File: src/rtl/udp_pkg.sv
// Shared types and constants for the UDP transmit payload path.
// The UDP_TX_CSUM_EN build option is handled in udp_tx_payload.sv.
package udp_pkg;

  typedef enum logic [2:0] {
    ST_IDLE,
    ST_FETCH,
    ST_LOAD,
    ST_SHIFT,
    ST_DONE
  } tx_state_e;

  localparam int MAX_WORDS_DEF  = 512;
  localparam int ADDR_W_DEF     = 9;
  localparam int BYTES_PER_WORD = 4;
  localparam int LEN_W          = 10;

  // Byte lane selection, most significant byte of the word first.
  function automatic logic [7:0] word_byte(input logic [31:0] word, input logic [1:0] idx);
    logic [7:0] b;
    case (idx)
      2'd0:    b = word[31:24];
      2'd1:    b = word[23:16];
      2'd2:    b = word[15:8];
      default: b = word[7:0];
    endcase
    return b;
  endfunction

endpackage

File: src/rtl/udp_csum16.sv
// Ones-complement 16-bit adder with end-around carry.
// Only instantiated when UDP_TX_CSUM_EN is defined.
module udp_csum16 (
  input  logic [15:0] a_i,
  input  logic [15:0] b_i,
  output logic [15:0] sum_o
);

  logic [16:0] raw;

  // A single carry fold always suffices: 0xFFFF + 0xFFFF folds to 0xFFFF.
  always_comb begin
    raw   = {1'b0, a_i} + {1'b0, b_i};
    sum_o = raw[15:0] + {15'd0, raw[16]};
  end

endmodule

File: src/rtl/udp_tx_payload.sv
// Streams a payload of 32-bit RAM words out as bytes, MSB first, with ready/valid handshake.
// Define UDP_TX_CSUM_EN to compute the ones-complement payload checksum.
module udp_tx_payload
  import udp_pkg::*;
#(
  parameter int ADDR_W    = ADDR_W_DEF,
  parameter int MAX_WORDS = MAX_WORDS_DEF
) (
  input  logic              E_TXC,
  input  logic              rst,
  input  logic              tx_start_i,
  input  logic [LEN_W-1:0]  tx_len_words_i,
  output logic              rd_en_o,
  output logic [ADDR_W-1:0] rd_addr_o,
  input  logic [31:0]       rd_data_i,
  output logic              byte_valid_o,
  input  logic              byte_ready_i,
  output logic [7:0]        byte_data_o,
  output logic              byte_last_o,
  output logic              tx_busy_o,
  output logic              tx_done_o,
  output logic              tx_err_o,
  output logic [15:0]       payload_csum_o
);

  tx_state_e        state_q, state_d;
  logic [LEN_W-1:0] len_q, len_d;
  logic [LEN_W-1:0] word_q, word_d;
  logic [1:0]       idx_q, idx_d;
  logic [31:0]      shreg_q, shreg_d;
  logic             err_q, err_d;

  logic len_ok, accept, xfer, last_word;

  assign len_ok    = (tx_len_words_i != '0) && (int'(tx_len_words_i) <= MAX_WORDS);
  assign accept    = (state_q == ST_IDLE) && tx_start_i && len_ok;
  assign xfer      = (state_q == ST_SHIFT) && byte_ready_i;
  assign last_word = (word_q == len_q - 1'b1);

  assign rd_addr_o   = ADDR_W'(word_q);
  assign byte_data_o = word_byte(shreg_q, idx_q);
  assign byte_last_o = (state_q == ST_SHIFT) && last_word && (idx_q == 2'd3);
  assign tx_busy_o   = (state_q == ST_FETCH) || (state_q == ST_LOAD) || (state_q == ST_SHIFT);
  assign tx_err_o    = err_q;

  always_ff @(posedge E_TXC or posedge rst) begin
    if (rst) begin
      state_q <= ST_IDLE;
      len_q   <= '0;
      word_q  <= '0;
      idx_q   <= '0;
      shreg_q <= '0;
      err_q   <= 1'b0;
    end else begin
      state_q <= state_d;
      len_q   <= len_d;
      word_q  <= word_d;
      idx_q   <= idx_d;
      shreg_q <= shreg_d;
      err_q   <= err_d;
    end
  end

  // The word counter doubles as the RAM address and never steps past the final word.
  always_comb begin
    state_d      = state_q;
    len_d        = len_q;
    word_d       = word_q;
    idx_d        = idx_q;
    shreg_d      = shreg_q;
    err_d        = 1'b0;
    rd_en_o      = 1'b0;
    byte_valid_o = 1'b0;
    tx_done_o    = 1'b0;
    case (state_q)
      ST_IDLE: begin
        if (accept) begin
          len_d   = tx_len_words_i;
          word_d  = '0;
          state_d = ST_FETCH;
        end else if (tx_start_i) begin
          err_d = 1'b1;
        end
      end
      ST_FETCH: begin
        rd_en_o = 1'b1;
        state_d = ST_LOAD;
      end
      ST_LOAD: begin
        shreg_d = rd_data_i;
        idx_d   = '0;
        state_d = ST_SHIFT;
      end
      ST_SHIFT: begin
        byte_valid_o = 1'b1;
        if (xfer) begin
          if (idx_q == 2'(BYTES_PER_WORD - 1)) begin
            if (last_word) begin
              state_d = ST_DONE;
            end else begin
              word_d  = word_q + 1'b1;
              state_d = ST_FETCH;
            end
          end else begin
            idx_d = idx_q + 1'b1;
          end
        end
      end
      ST_DONE: begin
        tx_done_o = 1'b1;
        word_d    = '0;
        state_d   = ST_IDLE;
      end
      default: state_d = ST_IDLE;
    endcase
  end

`ifdef UDP_TX_CSUM_EN
  logic [15:0] csum_q, csum_d, pair, sum;

  // Big-endian pairs complete on byte lanes 1 and 3.
  assign pair = idx_q[1] ? shreg_q[15:0] : shreg_q[31:16];

  udp_csum16 u_csum (
    .a_i  (csum_q),
    .b_i  (pair),
    .sum_o(sum)
  );

  always_comb begin
    csum_d = csum_q;
    if (accept) begin
      csum_d = '0;
    end else if (xfer && idx_q[0]) begin
      csum_d = sum;
    end
  end

  always_ff @(posedge E_TXC or posedge rst) begin
    if (rst) begin
      csum_q <= '0;
    end else begin
      csum_q <= csum_d;
    end
  end

  assign payload_csum_o = csum_q;
`else
  assign payload_csum_o = '0;
`endif

endmodule

File: config.mk
export PLATFORM = sky130hd
export DESIGN_NAME = udp_tx_payload
export DESIGN_NICKNAME = d
export VERILOG_FILES = /design/src/rtl/udp_pkg.sv /design/src/rtl/udp_csum16.sv /design/src/rtl/udp_tx_payload.sv
export SDC_FILE = /design/constraint.sdc
export NUM_CORES = 1
export LEC_CHECK = 0
export CORE_MARGIN = 5
export CORE_UTILIZATION = 35
export CTS_CLUSTER_DIAMETER = 60
export CTS_CLUSTER_SIZE = 14
export DETAILED_ROUTE_END_ITERATION = 12
export DONT_BUFFER_PORTS = 1
export GPL_ROUTABILITY_DRIVEN = 0
export PLACE_DENSITY = 0.57
export REMOVE_ABC_BUFFERS = 1
export SLEW_MARGIN = 20
export SYNTH_ARGS = -nofsm -noshare
export SYNTH_HDL_FRONTEND = slang
export SYNTH_SLANG_ARGS = --single-unit
File: constraint.sdc
create_clock -name E_TXC -period 5.6 [get_ports E_TXC]
set_clock_uncertainty 0.1 [all_clocks]
set_input_delay 1.12 -clock E_TXC [delete_from_list [all_inputs] [get_ports E_TXC]]
set_output_delay 1.12 -clock E_TXC [all_outputs]
set_load 0.01 [all_outputs]
# [Word level (Yosys, flattened, before mapping)]
# Cells that the tools add are included.
[totals] romBits=0 mem_count=0 out_inout_bits=39 reg_bits=58 ram_bits=0 elab_cells=60 inputBits=46 latch_bits=0
[classes] muxes=20 n_div=0 add_sub_neg=3 n_shift=0 bitwise_logic=0 n_mul=0 reduce_logical=17 n_lt_le_gt_ge=1 eq_ne=13
[op_table] op="$mux 10" count=4
[op_table] op="$pmux 10 s3" count=1
[op_table] op="$pmux 8 s3" count=1
[op_table] op="$mux 3" count=4
[op_table] op="$pmux 3 s4" count=1
[op_table] op="$add 10x1->10 const B" count=1
[op_table] op="$eq 10x10->1" count=1
[op_table] op="$le 10x10->1 const B" count=1
[op_table] op="$reduce_bool 10->1" count=1
[op_table] op="$sub 10x1->10 const B" count=1
[op_table] op="$ne 2x2->1 const B" count=4
[op_table] op="$eq 3x2->1 const B" count=2
[op_table] op="$logic_and 1x1->1" count=6
[op_table] op="$mux 1" count=6
[op_table] op="$reduce_and 3->1" count=2
[op_table] op="$reduce_and 5->1" count=1
[op_table] op="$eq 2x2->1 const B" count=2
[op_table] op="$mux 2" count=2
[op_table] op="$pmux 2 s2" count=1
[op_table] op="$eq 3x1->1 const B" count=1
[op_table] op="$eq 3x3->1 const B" count=1
[op_table] op="$logic_not 3->1" count=1
[op_table] op="$reduce_bool 3->1" count=1
[op_table] op="$add 2x1->2 const B" count=1
[op_table] op="6 further kinds" count=7

# [Logic depth before layout (Yosys ltp)]
[depth] word_depth=6 ltp_mapped=10 depth_no_buf=9

# [Worst setup path before layout]
# No wires, ideal clock.
[synth_timing] path_kind="register to output" startpoint="register len_q[0]" endpoint="output byte_last_o" t_arrival_ns=2.115 slack_ns=2.265 path_buffers=1 path_stages_with_launch=10 path_cell_list="dfrtp_1 -> inv_1 -> ha_1 -> and2b_1 -> or3_1 -> a31oi_1 -> o2111ai_4 -> nor2_2 -> buf_6 -> and3_1"
[synth_via] elab_chain_len=4
[synth_lines] element="start: declaration" line="udp_tx_payload.sv:27" text="logic [LEN_W-1:0] len_q, len_d;"
[synth_lines] element="start signal: assignment" line="udp_tx_payload.sv:56" text="len_q <= len_d;"
[synth_lines] element="$sub 10x1->10" line="udp_tx_payload.sv:38" text="assign last_word = (word_q == len_q - 1'b1);"
[synth_lines] element="$eq 10x10->1" line="udp_tx_payload.sv:38"
[synth_lines] element="$logic_and 1x1->1 (2 in series)" line="udp_tx_payload.sv:42" text="assign byte_last_o = (state_q == ST_SHIFT) && last_word && (idx_q == 2'd3);"
[synth_lines] element="end: declaration" line="udp_tx_payload.sv:19" text="output logic byte_last_o,"
# No other way between the ends.

# [Final worst setup path]
# Ends and elaborated chain as after synthesis.

==> flow_summary_export.csv <==
group,metric,value,unit
cts,cts_made_buffers,9,
setup_path,crit_slowest_cell,"dfrtp_1",
logic_synthesis,avgSynthCellArea,10.50,µm²
logic_synthesis,yosys_warnings,0,
cts,clkTransAtPathRegs,70,ps
global_route,grt_max_degree,59,
global_route,grt_pass1_wl,11500,µm
pwr,power_density,522.1,nW/µm²
cts,cts_resized,0,
sta,worst_hold_slack,412.0,ps
sta,totalNegativeSetupSlack,0,ps
setup_path,critPathLaunch,"len_q[0]",
logic_synthesis,yosys_register_bits,58,
setup_path,path_depth,8,
layout,fin_area,3460,µm²
floorplanning,coreArea,9153,µm²
logic_synthesis,ys_seq_area_frac,0.4460,
global_route,antenna_found_initial,0,
cts,clockBufferDepth,2,
sta,finalCritPeriodShare,0.7119,
setup_path,critPathTopFamily,"simple AND/OR/NAND/NOR gates",
setup_path,r2r_end,"word_q[0]",
logic_synthesis,syn_area,3254,µm²
sta,fin_ws,1613,ps
sta,drv_slew,0,
floorplanning,ioPinCount,85,
sta,fmax,250.8,MHz
cts,htreeDepth,3,
setup_path,slowest_delay,410,ps
setup_path,path_cells,"inv_1, ha_1, and2b_1, or3_1, a31oi_1, o2111ai_4, nor2_2, and3_1",
layout,fill_cells,894,
floorplanning,num_rows,35,
layout,layout_common_cells,"58 x dfrtp_1, 32 x mux2_2, 19 x nand2_1",
global_route,overflow,0,
sta,slew_headroom,0.4380,
setup_path,cp-start-kind,"flop",
setup_path,required,4380,ps
floorplanning,start_util,0.3556,
placement,place_hpwl,5214,µm
run,drv_cap,0,
layout,layout_commonest_cell,"dfrtp_1",
setup_path,crit_type,"reg2out",
floorplanning,die_w,106.4,µm
global_route,track_usage,0.1307,
setup_path,worst-path-buf-inv,1,
detailed_routing,drtIter0Drc,76,
placement,portBuffers,0,
pwr,ir_drop,259.7,µV
setup_path,endpoint_kind,"output port",
floorplanning,die-area,11330,µm²
logic_synthesis,yosysUniqueCellTypes,51,
setup_path,timing.rr.start,"len_q[0]",
placement,placed_cell_area,3226,µm²
cts,cts_setup_buffers,0,
layout,regArea,1451,µm²
detailed_routing,drc_errors,0,
detailed_routing,totalWireLength,7155,µm
setup_path,cp_max_fo,11,
sta,min_period,3987,ps
detailed_routing,antenna_left,0,
floorplanning,die_h,106.4,µm
setup_path,r2r_setup_slack,2940,ps
sta,rsz0062_at_grt,"no",
cts,clkLatencyLatePin,330,ps
sta,max_slew.worst_pin.slew,840.0,ps
status,status,"completed",
setup_path,rr_worst_depth,9,
layout,syn2layout_area_growth,6.305,%
sta,finalSetupViolCount,0,
layout,final_layout_size_suffix_gt1_frac,0.1934,
cts,cts_tree,"built",
detailed_routing,vias,2162,
logic_synthesis,synth-edff-count,0,
cts,root_buffer,"clkbuf_8",
detailed_routing,wire_per_inst,17.20,µm
placement,preCtsSetupSlack,1963,ps
logic_synthesis,yosys_most_used_dff,"dfrtp_1",
logic_synthesis,syn_inst,310,
sta,hold_violations,0,
detailed_routing,dr.pass1.iters,5,
hold_path,hold_class,"reg2reg",
setup_path,worstPathArrival,2770,ps
layout,utilization,0.3780,
logic_synthesis,synthArstFlopShare,1.000,
detailed_routing,viasPerCell,5.197,
cts,holdBufCountCts,0,
setup_path,crit_path_end,"byte_last_o",
layout,diodes,0,
cts,clock_sink_count,58,
pwr,p_leak,1.460,nW
layout,layout.nets,352,
global_route,grt_pass1_vias,2283,
layout,multiInputGateArea,1556,µm²
state kept, by name (all words and copies together) (netlist names):
| name | flops |
|---|---|
| idx_q | 2 |
| len_q | 10 |
| shreg_q | 32 |
| state_q | 3 |
| tx_err_o | 1 |
| word_q | 10 |
stage by stage:
step | cells | total power [W]
after floorplan | 287 | 0.001210
after global placement | 400 | 0.001346
after detailed placement | 400 | 0.001365
after CTS | 416 | 0.001838
after global routing | 416 | 0.001939
final | 416 | 0.001806
layout make-up:
class | instances | share of cell area
well taps | 111 | 0.04014
inverters | 17 | 0.01844
flip-flops and latches | 58 | 0.4195
repair buffers | 2 | 0.004340
clock buffers | 11 | 0.03797
multi-input cells | 212 | 0.4499
clock inverters | 5 | 0.02966
worst min path at each step:
stage,cells after the start,to,slack (ps),startpoint
after detailed placement,1,shreg_q[19],400,shreg_q[19]
after global placement,1,shreg_q[18],390,shreg_q[18]
after global routing,1,shreg_q[16],430,shreg_q[16]
after floorplan,1,shreg_q[11],380,shreg_q[11]
after CTS,1,shreg_q[19],410,shreg_q[19]
final,1,shreg_q[24],410,shreg_q[24]
cell families (layout without fill, tap and decap cells):
kind of cell / Yosys count / after routing / share of synthesized area
xor+xnor: 14 / 14 / 0.03768
compound gates: 49 / 49 / 0.1111
flops: 58 / 58 / 0.4460
other cells: 1 / 16 / 0.001152
fa+ha+maj: 6 / 6 / 0.02307
mux: 41 / 41 / 0.1384
buf+inv: 55 / 35 / 0.09458
simple gates: 86 / 86 / 0.1480
power breakdown:
group | total, W | switching (W) | internal (W) | leakage (nW)
logic | 0.000631 | 0.000335 | 0.000297 | 0.639
clock network | 0.000463 | 0.000168 | 0.000295 | 0.114
registers | 0.000712 | 0.000130 | 0.000581 | 0.708
total | 0.00181 | 0.000633 | 0.00117 | 1.46
synth_stat cells, types with 6 or more instances:
master | instances | area share
dfrtp_1 | 58 | 0.45
mux2_2 | 32 | 0.11
ha_1 | 6 | 0.023
buf_4 | 25 | 0.058
clkbuf_1 | 11 | 0.013
nand4_1 | 6 | 0.012
a222oi_1 | 8 | 0.025
nor3_1 | 7 | 0.011
o21ai_0 | 16 | 0.025
inv_1 | 17 | 0.020
mux2i_1 | 9 | 0.028
nor2_1 | 15 | 0.017
xnor2_1 | 11 | 0.030
nand2_1 | 19 | 0.022
metal layers:
metal  global-route usage  up-vias  share of wire
met5                    0        -              0
met4              0.04840        0          0.015
met3              0.05768       11          0.097
met2               0.2086       76           0.47
met1               0.1558     1031           0.42
li1                     -     1044              -
Note: power is estimated with default switching activity, not from simulation.
